--- config.mk ---
export PLATFORM = sky130hd
export DESIGN_NAME = button_sense
export DESIGN_NICKNAME = d
export VERILOG_FILES = /design/src/rtl/button_sense.sv
export SDC_FILE = /design/constraint.sdc
export NUM_CORES = 1
export LEC_CHECK = 0
export CAP_MARGIN = 20
export CORE_ASPECT_RATIO = 2
export CORE_MARGIN = 3
export CORE_UTILIZATION = 56
export CTS_CLUSTER_DIAMETER = 120
export DETAILED_ROUTE_END_ITERATION = 16
export GPL_TIMING_DRIVEN = 0
export PLACE_DENSITY_LB_ADDON = 0.08
export SYNTH_ARGS = -nofsm -noshare
export SYNTH_HDL_FRONTEND = slang
export SYNTH_SLANG_ARGS = --single-unit
--- constraint.sdc ---
create_clock -name clk_i -period 2.15 [get_ports clk_i]
set_input_delay 0.3225 -clock clk_i [delete_from_list [all_inputs] [get_ports clk_i]]
set_output_delay 0.3225 -clock clk_i [all_outputs]
set_load 0.05 [all_outputs]
--- src/rtl/button_sense.sv ---
// button_sense: debounced push-button input stage.
// Synchronises a raw button pin, qualifies level changes with a DB-cycle
// debounce counter and produces a clean level, press/release pulses, a press
// counter and (optionally) a long-press pulse.
// Optional feature macro: BUTTON_SENSE_LONG_PRESS_EN enables the long-press
// counter and long_o; without it long_o is tied low and LONG_MS is unused.
module button_sense #(
    parameter int FREQ        = 25_000_000,
    parameter int DEBOUNCE_US = 10_000,
    parameter int LONG_MS     = 1000,
    parameter bit ACTIVE_LOW  = 1'b1
) (
    input  logic       clk_i,
    input  logic       rst_ni,
    input  logic       btn_i,
    output logic       pressed_o,
    output logic       press_o,
    output logic       release_o,
    output logic       long_o,
    output logic [7:0] count_o
);

    localparam int DB = FREQ / 1_000_000 * DEBOUNCE_US;
    localparam int LP = FREQ / 1000 * LONG_MS;
    localparam int CW = $clog2(DB + 1);
    localparam logic [CW-1:0] CNT_LAST = CW'(DB - 1);
    // Pin level seen while the button is released.
    localparam logic IDLE_LEVEL = ACTIVE_LOW;

    // Catch impossible parameter sets at elaboration time.
    if (DB < 1 || LP <= DB) begin : g_bad_params
        $error("button_sense: parameters must give DB >= 1 and LP > DB");
    end

    typedef enum logic [1:0] {
        IDLE,
        PRESS_WAIT,
        DOWN,
        RELEASE_WAIT
    } state_t;

    logic          sync1_reg, sync2_reg;
    logic          p;
    state_t        state_reg, state_next;
    logic [CW-1:0] cnt_reg, cnt_next;
    logic          pressed_reg, pressed_next;
    logic          press_reg, press_next;
    logic          release_reg, release_next;
    logic [7:0]    count_reg, count_next;
    logic          lp_clear;

    // Two-flop synchroniser, reset to the released pin level so a button held
    // through reset is seen as a fresh press afterwards.
    always_ff @(posedge clk_i) begin
        if (!rst_ni) begin
            sync1_reg <= IDLE_LEVEL;
            sync2_reg <= IDLE_LEVEL;
        end else begin
            sync1_reg <= btn_i;
            sync2_reg <= sync1_reg;
        end
    end

    // Normalised level: 1 = pressed regardless of pin polarity.
    assign p = sync2_reg ^ IDLE_LEVEL;

    // Debounce FSM, counter and output registers.
    always_ff @(posedge clk_i) begin
        if (!rst_ni) begin
            state_reg   <= IDLE;
            cnt_reg     <= '0;
            pressed_reg <= 1'b0;
            press_reg   <= 1'b0;
            release_reg <= 1'b0;
            count_reg   <= 8'd0;
        end else begin
            state_reg   <= state_next;
            cnt_reg     <= cnt_next;
            pressed_reg <= pressed_next;
            press_reg   <= press_next;
            release_reg <= release_next;
            count_reg   <= count_next;
        end
    end

    // Next-state logic; pulses are computed here and registered above.
    always_comb begin
        state_next   = state_reg;
        cnt_next     = cnt_reg;
        pressed_next = pressed_reg;
        press_next   = 1'b0;
        release_next = 1'b0;
        count_next   = count_reg;
        lp_clear     = 1'b0;
        case (state_reg)
            IDLE: begin
                if (p) begin
                    state_next = PRESS_WAIT;
                    cnt_next   = '0;
                end
            end
            PRESS_WAIT: begin
                if (!p) begin
                    state_next = IDLE;
                end else if (cnt_reg == CNT_LAST) begin
                    state_next   = DOWN;
                    press_next   = 1'b1;
                    pressed_next = 1'b1;
                    count_next   = count_reg + 8'd1;
                    lp_clear     = 1'b1;
                end else begin
                    cnt_next = cnt_reg + 1'b1;
                end
            end
            DOWN: begin
                if (!p) begin
                    state_next = RELEASE_WAIT;
                    cnt_next   = '0;
                end
            end
            RELEASE_WAIT: begin
                if (p) begin
                    state_next = DOWN;
                end else if (cnt_reg == CNT_LAST) begin
                    state_next   = IDLE;
                    release_next = 1'b1;
                    pressed_next = 1'b0;
                end else begin
                    cnt_next = cnt_reg + 1'b1;
                end
            end
            default: state_next = IDLE;
        endcase
    end

    assign pressed_o = pressed_reg;
    assign press_o   = press_reg;
    assign release_o = release_reg;
    assign count_o   = count_reg;

`ifdef BUTTON_SENSE_LONG_PRESS_EN
    localparam int LW = $clog2(LP + 1);
    localparam logic [LW-1:0] LCNT_LAST = LW'(LP - 1);
    localparam logic [LW-1:0] LCNT_FIRE = LW'(LP - 2);

    logic [LW-1:0] lcnt_reg, lcnt_next;
    logic          fired_reg, fired_next;
    logic          long_reg, long_next;

    // Long-press counter, fired flag and pulse register.
    always_ff @(posedge clk_i) begin
        if (!rst_ni) begin
            lcnt_reg  <= '0;
            fired_reg <= 1'b0;
            long_reg  <= 1'b0;
        end else begin
            lcnt_reg  <= lcnt_next;
            fired_reg <= fired_next;
            long_reg  <= long_next;
        end
    end

    // Count held time (an unqualified release keeps counting); pulse on the
    // edge where the count reaches LP-1, then saturate.
    always_comb begin
        lcnt_next  = lcnt_reg;
        fired_next = fired_reg;
        long_next  = 1'b0;
        if (lp_clear) begin
            lcnt_next  = '0;
            fired_next = 1'b0;
        end else if ((state_reg == DOWN || state_reg == RELEASE_WAIT) &&
                     lcnt_reg != LCNT_LAST) begin
            lcnt_next = lcnt_reg + 1'b1;
            if (lcnt_reg == LCNT_FIRE && !fired_reg) begin
                long_next  = 1'b1;
                fired_next = 1'b1;
            end
        end
    end

    assign long_o = long_reg;
`else
    assign long_o = 1'b0;
`endif

endmodule

* Yosys cells after proc, flatten, opt, wreduce, memory -nomap -nowiden *
Cells that the tools add are included.

word-level totals
  word-level logic and storage cells = 52
  memory bits (read-only) = 0
  memories = 0
  output and inout bits = 12
  register bits after elaboration = 33
  memory bits (writable) = 0
  latch bits = 0

cells by class
  equality and inequality tests = 12
  shift-type cells = 0
  reduce and logical (&&, ||, !) cells = 8
  bitwise gates (word level) = 3
  div/mod/pow operators = 0
  muxes and demuxes = 19
  add/sub/neg operators = 2
  $mul = 0
  $lt $le $gt $ge = 0

operators by type and width
  kind                                                             count
  18-bit 2-to-1 mux                                                5
  18-bit case mux with 4 select lines                              1
  18-bit by 1-bit adder with 18-bit output, second input constant  1
  18-bit == test, second input constant                            1
  2-bit 2-to-1 mux                                                 6
  2-bit inequality test, second input constant                     6
  8-bit by 1-bit adder with 8-bit output, second input constant    1
  2-bit case mux with 4 select lines                               1
  4-bit AND reduction                                              2
  3-bit inequality test, second input constant                     2
  3-bit AND reduction                                              2
  1-bit 2-to-1 mux                                                 5
  5-bit AND reduction                                              1
  2-bit == test, second input constant                             2
  1-bit NOT                                                        3
  3-bit OR reduction                                               1
  2-bit by 1-bit == test with 1-bit output, second input constant  1
  2-bit logical NOT                                                1
  1-bit case mux with 2 select lines                               1
  2-bit nonzero test                                               1

* Logic depth before layout (Yosys ltp) *
Gate-level depths: netlist (run 1).

  depth after elaboration = 4
  mapped depth = 6
  gate-level depth less buffers = 5

* Worst setup path before layout (run 1) *
OpenSTA, ideal clock, no wires.

  path kind = reg2reg
  from = register with a tool-made name
  to = register cnt_reg[17]
  slack = 343 ps
  buffers on the path = 2
  clock period less this slack = 1,807 ps
  data arrival time = 1,734 ps
  stages on the path, launching flop included = 7
  setup time = 73 ps
  cells stage by stage = dfxtp_1 -> buf_6 -> xor2_1 -> or4_1 -> buf_2 -> or4_1 -> a21oi_1

RTL lines
  item                  line  source
  to (signal assigned)  78    cnt_reg <= cnt_next;
  to (decl)             45    logic [CW-1:0] cnt_reg, cnt_next;

* Worst setup path after layout (run 1) *
  from = register cnt_reg[0]
  to = register count_reg[4], in the netlist count_o[4]

on the way
  word-level cells in the longest chain between the ends = 2

ends and longest elaborated chain
  item                           line  source
  18-bit == test                 105   end else if (cnt_reg == CNT_LAST) begin
  3-bit AND reduction (no line)  n/a
  to (signal assigned)           82    count_reg <= count_next;
  to (decl)                      49    logic [7:0] count_reg, count_next;

Every way passes these cells.
A chain may end at the register's enable or synchronous reset.

==> out/results.ini, run 1 <==
[run_status]
outcome=completed

[cts]
cts_tree=built
cts_hold_buf=0
ctsResizeCount=1
clockRootBuffer=clkbuf_8
htreeDepth=2
cts_buffers=5
post-cts-setup-buffers=0
cts.sinks=33
cts_buffer_depth=2
clk_latency_ps=290
clk_pin_slew_worst_paths_ps=70

[timing]
hold_violations=0
finClkSkew_ps=5.80
worst_pin_slew_ps=647
hold_slack_ps=420
setup_slack_ps=28.4
timing.slew.headroom_pct=56.6
fin_crit_ps=2120
period_share_pct=98.7
rsz0062_at_grt=true
finalMaxSlewViolations=0
setup_viol=0
max_freq_ghz=0.471

[floorplanning]
io-pin-count=15
die-area_um2=3730
die_y_um=83.5
start_util_pct=59.9
core-area_um2=2800
die_width_um=44.7
rows=27

[place]
port_buffers=13
gp_congestion=0.840
dp_cells=243
place_ws_ps=-333
placed_area_um2=1850
hpwl_um=3190

[yosys]
postSynthAreaPerCell_um2=8.36
ys_seq_area_share_pct=39.3
synth_area_um2=1680
synthFlopType=dfxtp_1
yosys-top-cells-count=33 x dfxtp_1, 21 x nand3_1, 16 x nand2_1, 12 x a21oi_1, 9 x nand2b_1
synth-edff-count=0
synthesis.nets=206
yosysMostFrequentCell=dfxtp_1
yosysTopAreaCell=dfxtp_1
postSynthRegisterBits=33
yosysWarningCount=0
synth_cell_types=43
async_flop_share_pct=0
netlist_instances=201
synth_top_area_share_pct=39.3
yosys-top-cells-area=dfxtp_1 39%, nand3_1 6.3%, a21oi_1 3.6%, nand2_1 3.6%, nand2b_1 3.4%

[power_and_ir_drop]
max-vdd-ir-drop_uv=458
p_per_area_nw_per_um2=580
leakage_nw=0.671

[critical_path]
startpoint_type=register
cpMaxStageDelayCell=o311ai_0
cp_num_buf_inv=1
worstPathArrival_ps=2270
ff2ff_setup_slack_ps=30
cp_max_fo=10
worstSetupPathType=register to register
worstPathRequired_ps=2300
crit_path_end_kind=register
path_delay_family=compound AO/OA/AOI/OAI gates
max_stage_delay_ps=460
path_cells=ha_1, nand3_1, nand2b_1, clkbuf_1, o311ai_0, o41ai_1

[routing]
drtAntennaViolNets=0
vias=1639
post-route-drc-count=0
wl_um=4260
viasPerCell=6.56
drt-pass1-iter-count=4
wire_per_inst_um=17.0
drtIter0Drc=48

[global_route]
grt_start_max_net_pins=11
antenna_found_initial=0
grt_overflow_total=0
grtUsageTotal_pct=25.0
first_global_vias=1678
grt_pass1_wl_um=7240

[finish]
drive_gt1_share_pct=9.05
antenna_cells=0
nets=226
final_area_um2=1940
largest_register_ffs=18
stdcell_count=250
syn_to_final_growth_pct=15.7

[flow_run]
maxCapViolCount=0

[worst_hold_path]
hp-class=register to register

==> area by class of cell <==
cell class                 count  area [µm²]
buffer                        12        65.1
multi-input combinational    150         943
fill                         234         860
sequential                    33         661
timing repair buffer          13         130
inverter                       6        22.5
tap                           29        36.3
clock buffer                   7        86.3
==> power by group <==
part	total [W]	internal, W	switching, W	leakage [nW]
Clock	0.000468	0.000254	0.000214	0.0443
Sequential	0.000615	0.000614	0.000000969	0.266
Combinational	0.0000460	0.0000126	0.0000333	0.361
==> metrics by stage <==
| stage | TNS [ps] | total power [W] | utilization (%) |
|---|---|---|---|
| after CTS | 0 | 0.00113 | 69.0 |
| final | 0 | 0.00113 | 69.3 |
| after global placement | -1940 | 0.000671 | 65.9 |
| after floorplan | 0 | 0.000657 | - |
| after detailed placement | -3260 | 0.000673 | 65.9 |
| after global routing | -38.8 | 0.00116 | 69.3 |
==> path summary, 6_finish.rpt <==
check | end | from | cells past startpoint
worst max-delay path | count_o[4] | cnt_reg[0] | 6
worst max register to register | count_o[4] | cnt_reg[0] | 6
worst min register to register | sync2_reg | sync1_reg | 1
worst min-delay path | sync2_reg | sync1_reg | 1
==> cells by family (layout without fill, tap and decap cells) <==
family / after synthesis / count (layout) / share of synthesized area, %
buffers and inverters: 18 / 38 / 4.91
xor gates and xnor gates: 5 / 5 / 2.61
other: 1 / 1 / 0.223
muxes: 5 / 5 / 3.05
adders and majority gates: 2 / 2 / 1.49
AOI/OAI and AO/OA: 42 / 42 / 16.3
DFF: 33 / 33 / 39.3
and+or+nand+nor: 95 / 95 / 32.1
==> cell usage in the layout, fill, tap and decap left out, types with 2 or more instances in the layout <==
master,n
xor2_1,2
clkbuf_1,4
o22ai_1,4
mux2i_1,4
nor3_1,6
nand3_1,21
o311ai_0,2
clkbuf_8,6
o211ai_1,2
nor4_1,5
or4_1,3
inv_1,6
dfxtp_1,33
or3_1,7
o31ai_1,2
o41ai_1,4
clkdlybuf4s50_1,13
a21oi_1,12
nor2_1,8
o311ai_1,2
nand4_1,5
clkbuf_2,4
nand2b_1,9
buf_2,3
o21ai_0,8
and3_1,4
ha_1,2
xnor2_1,3
and4_1,3
nand2_1,16
==> per-layer routing <==
layer | wire length [µm] | GRT usage, % | vias to the layer above
li1 | - | - | 797
met1 | 1560 | 26.8 | 782
met2 | 2420 | 42.7 | 43
met3 | 144 | 4.75 | 17
met4 | 142 | 13.7 | 0
met5 | 0 | 0 | -
(Power assumes the default switching activity.)
==> run 2: changes to the inputs <==
CORE_UTILIZATION = 51   (was 56)
clock period = 1.9 ns   (was 2.15 ns; I/O delays follow)
==> out/results.ini, run 2 (synthesis results as in run 1) <==
[run_status]
outcome=completed

[power_and_ir_drop]
p_sw_share_pct=23.3  ; +1.2 points
power_frac_seq_pct=55.0  ; +0.5 points
combPwrFrac_pct=4.2  ; about the same
p_int_w=0.000959  ; +9.0%
p_per_area_nw_per_um2=590  ; +1.7%
leakage_nw=0.741  ; +10%
pwr-share-clk_pct=40.8  ; -0.7 points
total_power_w=0.00125  ; +11%
power_switching_w=0.000291  ; +17%
max-vdd-ir-drop_uv=494  ; +7.8%

[critical_path]
path_delay_family=simple AND/OR/NAND/NOR gates
worstPathRequired_ps=2120  ; -180 ps
max_stage_delay_ps=540  ; +80 ps
worstPathArrival_ps=2110  ; -160 ps
crit_path_end_kind=register
cpMaxStageDelayCell=or4_4
cp_max_fo=8  ; -2
cp_num_buf_inv=1  ; unchanged
worstSetupPathType=register to register
startpoint_type=register
path_cells=nand3_2, or4_4, buf_6, or4_1, a21oi_1

[finish]
drive_gt1_share_pct=19.9  ; +11 points
largest_register_ffs=18  ; unchanged
fillers=244  ; +4.3%
syn_to_final_growth_pct=26.0
post-route-util_pct=69.5  ; +0.11 points
multiInputGateArea_um2=1040  ; +10%
stdcell_count=256  ; +2.4%
antenna_cells=0  ; unchanged
area.sequential_um2=693  ; +4.9%
nets=230  ; +1.8%
final_cell_mix=23 x dfxtp_1, 19 x nand3_1, 15 x nand2_1
final_common_cell=dfxtp_1

[global_route]
busiest_layer=met2
first_global_vias=1738  ; +3.6%
globalRouteMet1Util_pct=23.6  ; -3.2 points
use_met3_pct=4.97  ; +0.22 points
grt_overflow_total=0  ; unchanged
grt_start_max_net_pins=11  ; unchanged
grtUsageTotal_pct=25.1  ; +0.14 points
grt_pass1_wl_um=7530  ; +4.0%
grtUsageMet2_pct=45.1  ; +2.4 points
antenna_found_initial=0  ; unchanged

[place]
dp_cells=244  ; +0.41%
gp_congestion=0.802  ; -4.5%
place_ws_ps=-539  ; -206 ps
hpwl_um=3250  ; +1.8%
port_buffers=13  ; unchanged

[cts]
cts_tree=built
cts_hold_buf=0  ; unchanged
cts_buffers=5  ; unchanged
clk_latency_ps=290  ; about the same
cts_buffer_depth=2  ; unchanged
htreeDepth=2  ; unchanged
clk_pin_slew_worst_paths_ps=60  ; about the same
cts.sinks=33  ; unchanged
clockRootBuffer=clkbuf_8

[routing]
wl_um=4500  ; +5.7%
drtAntennaViolNets=0  ; unchanged
viasPerCell=6.57  ; +0.16%
drt-pass1-iter-count=4  ; unchanged
vias=1681  ; +2.6%
wire_per_inst_um=17.6  ; +3.2%
drtIter0Drc=62  ; +29%
post-route-drc-count=0  ; unchanged

[timing]
tns_ps=0  ; unchanged
max_freq_ghz=0.528  ; +12%
worst_pin_slew_ps=611  ; -35.6 ps
hold_violations=0  ; unchanged
finClkSkew_ps=6.68  ; +0.880 ps
setup_viol=0  ; unchanged
fin_crit_ps=1890  ; -228 ps
timing.slew.headroom_pct=59.3  ; +2.7 points
finalMaxSlewViolations=0  ; unchanged
setup_slack_ps=6.71  ; -21.7 ps
period_share_pct=99.6  ; +0.97 points

[floorplanning]
die-area_um2=4060  ; +8.8%
die_width_um=46.6  ; +4.1%
core-area_um2=3050  ; +8.7%
rows=28  ; +3.7%
io-pin-count=15  ; unchanged
die_y_um=87.2  ; +4.4%
start_util_pct=55.1  ; -4.8 points

[flow_run]
maxCapViolCount=0  ; unchanged

[worst_hold_path]
hp-class=register to register

run 2: changes by cell type in the layout (fill, tap and decap cells not counted), moves of 2 or more:
| cell | previous run | this run |
|---|---|---|
| buf_2 | 3 | 0 |
| buf_4 | 1 | 7 |
| dfxtp_1 | 33 | 23 |
| dfxtp_2 | 0 | 2 |
| dfxtp_4 | 0 | 8 |
| nand3_1 | 21 | 19 |
| nand3_2 | 0 | 2 |
| o311ai_0 | 2 | 0 |
run 2: routing by layer:
metal  share of wire (%)  vias to the layer above
met4                 2.6                        0
met1                  35                      820
li1                    -                      803
met2                  59                       48
met5                   0                        -
met3                 3.5                       10
run 2: path summary, 6_finish.rpt:
path	slack, ps	cells after the start	endpoint	start
min reg2reg	430	1	sync2_reg	sync1_reg
max	7	5	cnt_reg[17]	cnt_reg[4]
max reg2reg	7	5	cnt_reg[17]	cnt_reg[4]
min	430	1	sync2_reg	sync1_reg
run 2: final cells by class:
| class | instances | share of cell area, % |
|---|---|---|
| plain buffers | 10 | 3.25 |
| clock buffers | 8 | 3.78 |
| inverters | 6 | 1.06 |
| multi-input cells | 150 | 49.1 |
| flip-flops and latches | 33 | 32.7 |
| well taps | 30 | 1.77 |
| repair buffers | 19 | 8.27 |
run 2: through the flow:
step / hold WS (ps) / area [µm²]
global placement: 397 / 1850
detailed placement: 417 / 1850
global route: 451 / 2120
CTS: 436 / 1980
floorplan: 386 / 1680
finish: 431 / 2120
run 2: worst register-to-register path, stage by stage, from the launching register on:
cell and delay (ps):
dfxtp_4 410, nand3_2 140, or4_4 540, buf_6 140
or4_1 470, a21oi_1 130
run 2: power by group through the flow:
| stage | Clock, W | Combinational (W) | Sequential, W |
|---|---|---|---|
| floorplan | 0 | 0.0000333 | 0.000710 |
| detailed placement | 0 | 0.0000508 | 0.000711 |
| CTS | 0.000513 | 0.0000520 | 0.000695 |
| finish | 0.000510 | 0.0000522 | 0.000687 |
| global route | 0.000540 | 0.0000570 | 0.000687 |
| global placement | 0 | 0.0000493 | 0.000711 |
run 2: what timing repair did:
action | in CTS | in global routing
gates resized for setup | 19 | 37
setup endpoints to repair | 13 | 15
setup buffers | 1 | 5
pin swaps | 2 | 4
==> run 3: changes to the inputs <==
PLACE_DENSITY = 0.74   (was default)
PLACE_DENSITY_LB_ADDON = default   (was 0.08)
==> out/results.ini, run 3 (synthesis results as in run 1) <==
[floorplanning]
die-area_um2=4060  ; unchanged
io-pin-count=15  ; unchanged
die_y_um=87.2  ; unchanged
rows=28  ; unchanged
die_width_um=46.6  ; unchanged
start_util_pct=55.1  ; unchanged
core-area_um2=3050  ; unchanged

[timing]
hold_slack_ps=420  ; -11.6 ps
tns_ps=0  ; unchanged
max_freq_ghz=0.546  ; +3.4%
setup_slack_ps=68.4  ; +61.7 ps
setup_viol=0  ; unchanged
period_share_pct=96.4  ; -3.2 points
hold_violations=0  ; unchanged
finClkSkew_ps=6.48  ; -0.194 ps
fin_crit_ps=1830  ; -61.7 ps
timing.slew.headroom_pct=55.5  ; -3.8 points
rsz0062_at_grt=true
finalMaxSlewViolations=0  ; unchanged
worst_pin_slew_ps=663  ; +52.0 ps

[place]
gp_congestion=0.854  ; +6.5%
place_ws_ps=-502  ; +37.4 ps
dp_cells=244  ; unchanged
port_buffers=13  ; unchanged
hpwl_um=3200  ; -1.5%

[critical_path]
crit_path_end_kind=primary output
r2r_start=cnt_reg[7]
crit_end=count_o[2]
cp.depth=1  ; -4
cp_max_fo=6  ; -2
worstSetupPathType=register to primary output
worstPathArrival_ps=1550  ; -560 ps
startpoint_type=register
max_stage_delay_ps=840  ; +300 ps
cpMaxStageDelayCell=clkdlybuf4s50_1
path_cells=clkdlybuf4s50_1
ff2ff_setup_slack_ps=80  ; +70 ps
worstPathRequired_ps=1620  ; -500 ps
reg2regPathDepth=5  ; unchanged
cp-startpoint=count_o[2]
cp_num_buf_inv=1  ; unchanged
r2r_end=cnt_reg[17]
path_delay_family=buffers and inverters

[cts]
clk_pin_slew_worst_paths_ps=70  ; about the same
cts_buffers=5  ; unchanged
cts_tree=built
clk_latency_ps=290  ; about the same
cts.sinks=33  ; unchanged
cts_buffer_depth=2  ; unchanged
htreeDepth=2  ; unchanged
clockRootBuffer=clkbuf_8

[finish]
nets=228  ; -0.87%
fillers=255  ; +4.5%
antenna_cells=0  ; unchanged
final_cell_mix=24 x dfxtp_1, 19 x nand3_1, 16 x nand2_1
drive_gt1_share_pct=16.6  ; -3.3 points
syn_to_final_growth_pct=22.9
largest_register_ffs=18  ; unchanged
final_common_cell=dfxtp_1
stdcell_count=253  ; -1.2%

[worst_hold_path]
hp-class=register to register

[flow_run]
maxCapViolCount=0  ; unchanged

[routing]
vias=1667  ; -0.83%
drtAntennaViolNets=0  ; unchanged
wl_um=4420  ; -1.7%
wl_met1_um=1590  ; +1.1%
drt-pass1-iter-count=5  ; +1
wire_per_inst_um=17.5  ; -0.57%
wl_met2_um=2510  ; -5.4%
route.met3.wl_um=153  ; -3.8%
viasPerCell=6.59  ; +0.34%
post-route-drc-count=0  ; unchanged
drtIter0Drc=58  ; -6.5%
top_layer=met4

[global_route]
grt_overflow_total=0  ; unchanged
grtUsageTotal_pct=24.5  ; -0.56 points
antenna_found_initial=0  ; unchanged
grt_pass1_wl_um=7310  ; -2.8%
first_global_vias=1714  ; -1.4%
grt_start_max_net_pins=11  ; unchanged

[power_and_ir_drop]
leakage_nw=0.708  ; -4.4%
max-vdd-ir-drop_uv=689  ; +39%
total_power_w=0.00127  ; +1.7%
p_per_area_nw_per_um2=615  ; +4.2%

[run_status]
outcome=completed

-- run 3: area by class of cell --
class / instances / area, µm² / share of cell area, %
Multi-Input combinational cell: 150 / 1010 / 48.8
Sequential cell: 33 / 684 / 33.1
Timing Repair Buffer: 16 / 153 / 7.39
Clock buffer: 7 / 86.3 / 4.18
Buffer: 11 / 75.1 / 3.63
Tap cell: 30 / 37.5 / 1.82
Inverter: 6 / 22.5 / 1.09
-- run 3: where the power goes --
part	internal [W]	total, W	switching [W]
clock	0.000287	0.000530	0.000243
sequential	0.000688	0.000690	0.00000285
combinational	0.0000138	0.0000501	0.0000364
-- run 3: routing by layer --
metal / GRT usage [%] / vias up
met3: 5.38 / 15
met2: 42.7 / 58
li1: - / 802
met4: 18.1 / 0
met1: 23.1 / 792
met5: 0 / -
-- run 3: repair_timing --
item	CTS	global route
gates resized for setup	21	20
endpoints found under the hold margin	0	0
pin swaps	2	3
buffers inserted	0	3
setup endpoints to repair	13	10
hold buffers	0	0
-- run 3: stage by stage --
stage,cell area (µm²),utilization [%]
global route,2070,67.8
CTS,1970,64.7
finish,2070,67.8
detailed placement,1850,60.6
global placement,1850,60.6
floorplan,1680,-
-- run 3: worst min-delay path by stage --
| stage | from | end | slack (ps) | cells after the start |
|---|---|---|---|---|
| after detailed placement | sync1_reg | sync2_reg | 410 | 1 |
| after global placement | sync1_reg | sync2_reg | 400 | 1 |
| final | sync1_reg | sync2_reg | 420 | 1 |
| after floorplan | sync1_reg | sync2_reg | 390 | 1 |
| after global routing | sync1_reg | sync2_reg | 460 | 1 |
| after CTS | sync1_reg | sync2_reg | 430 | 1 |
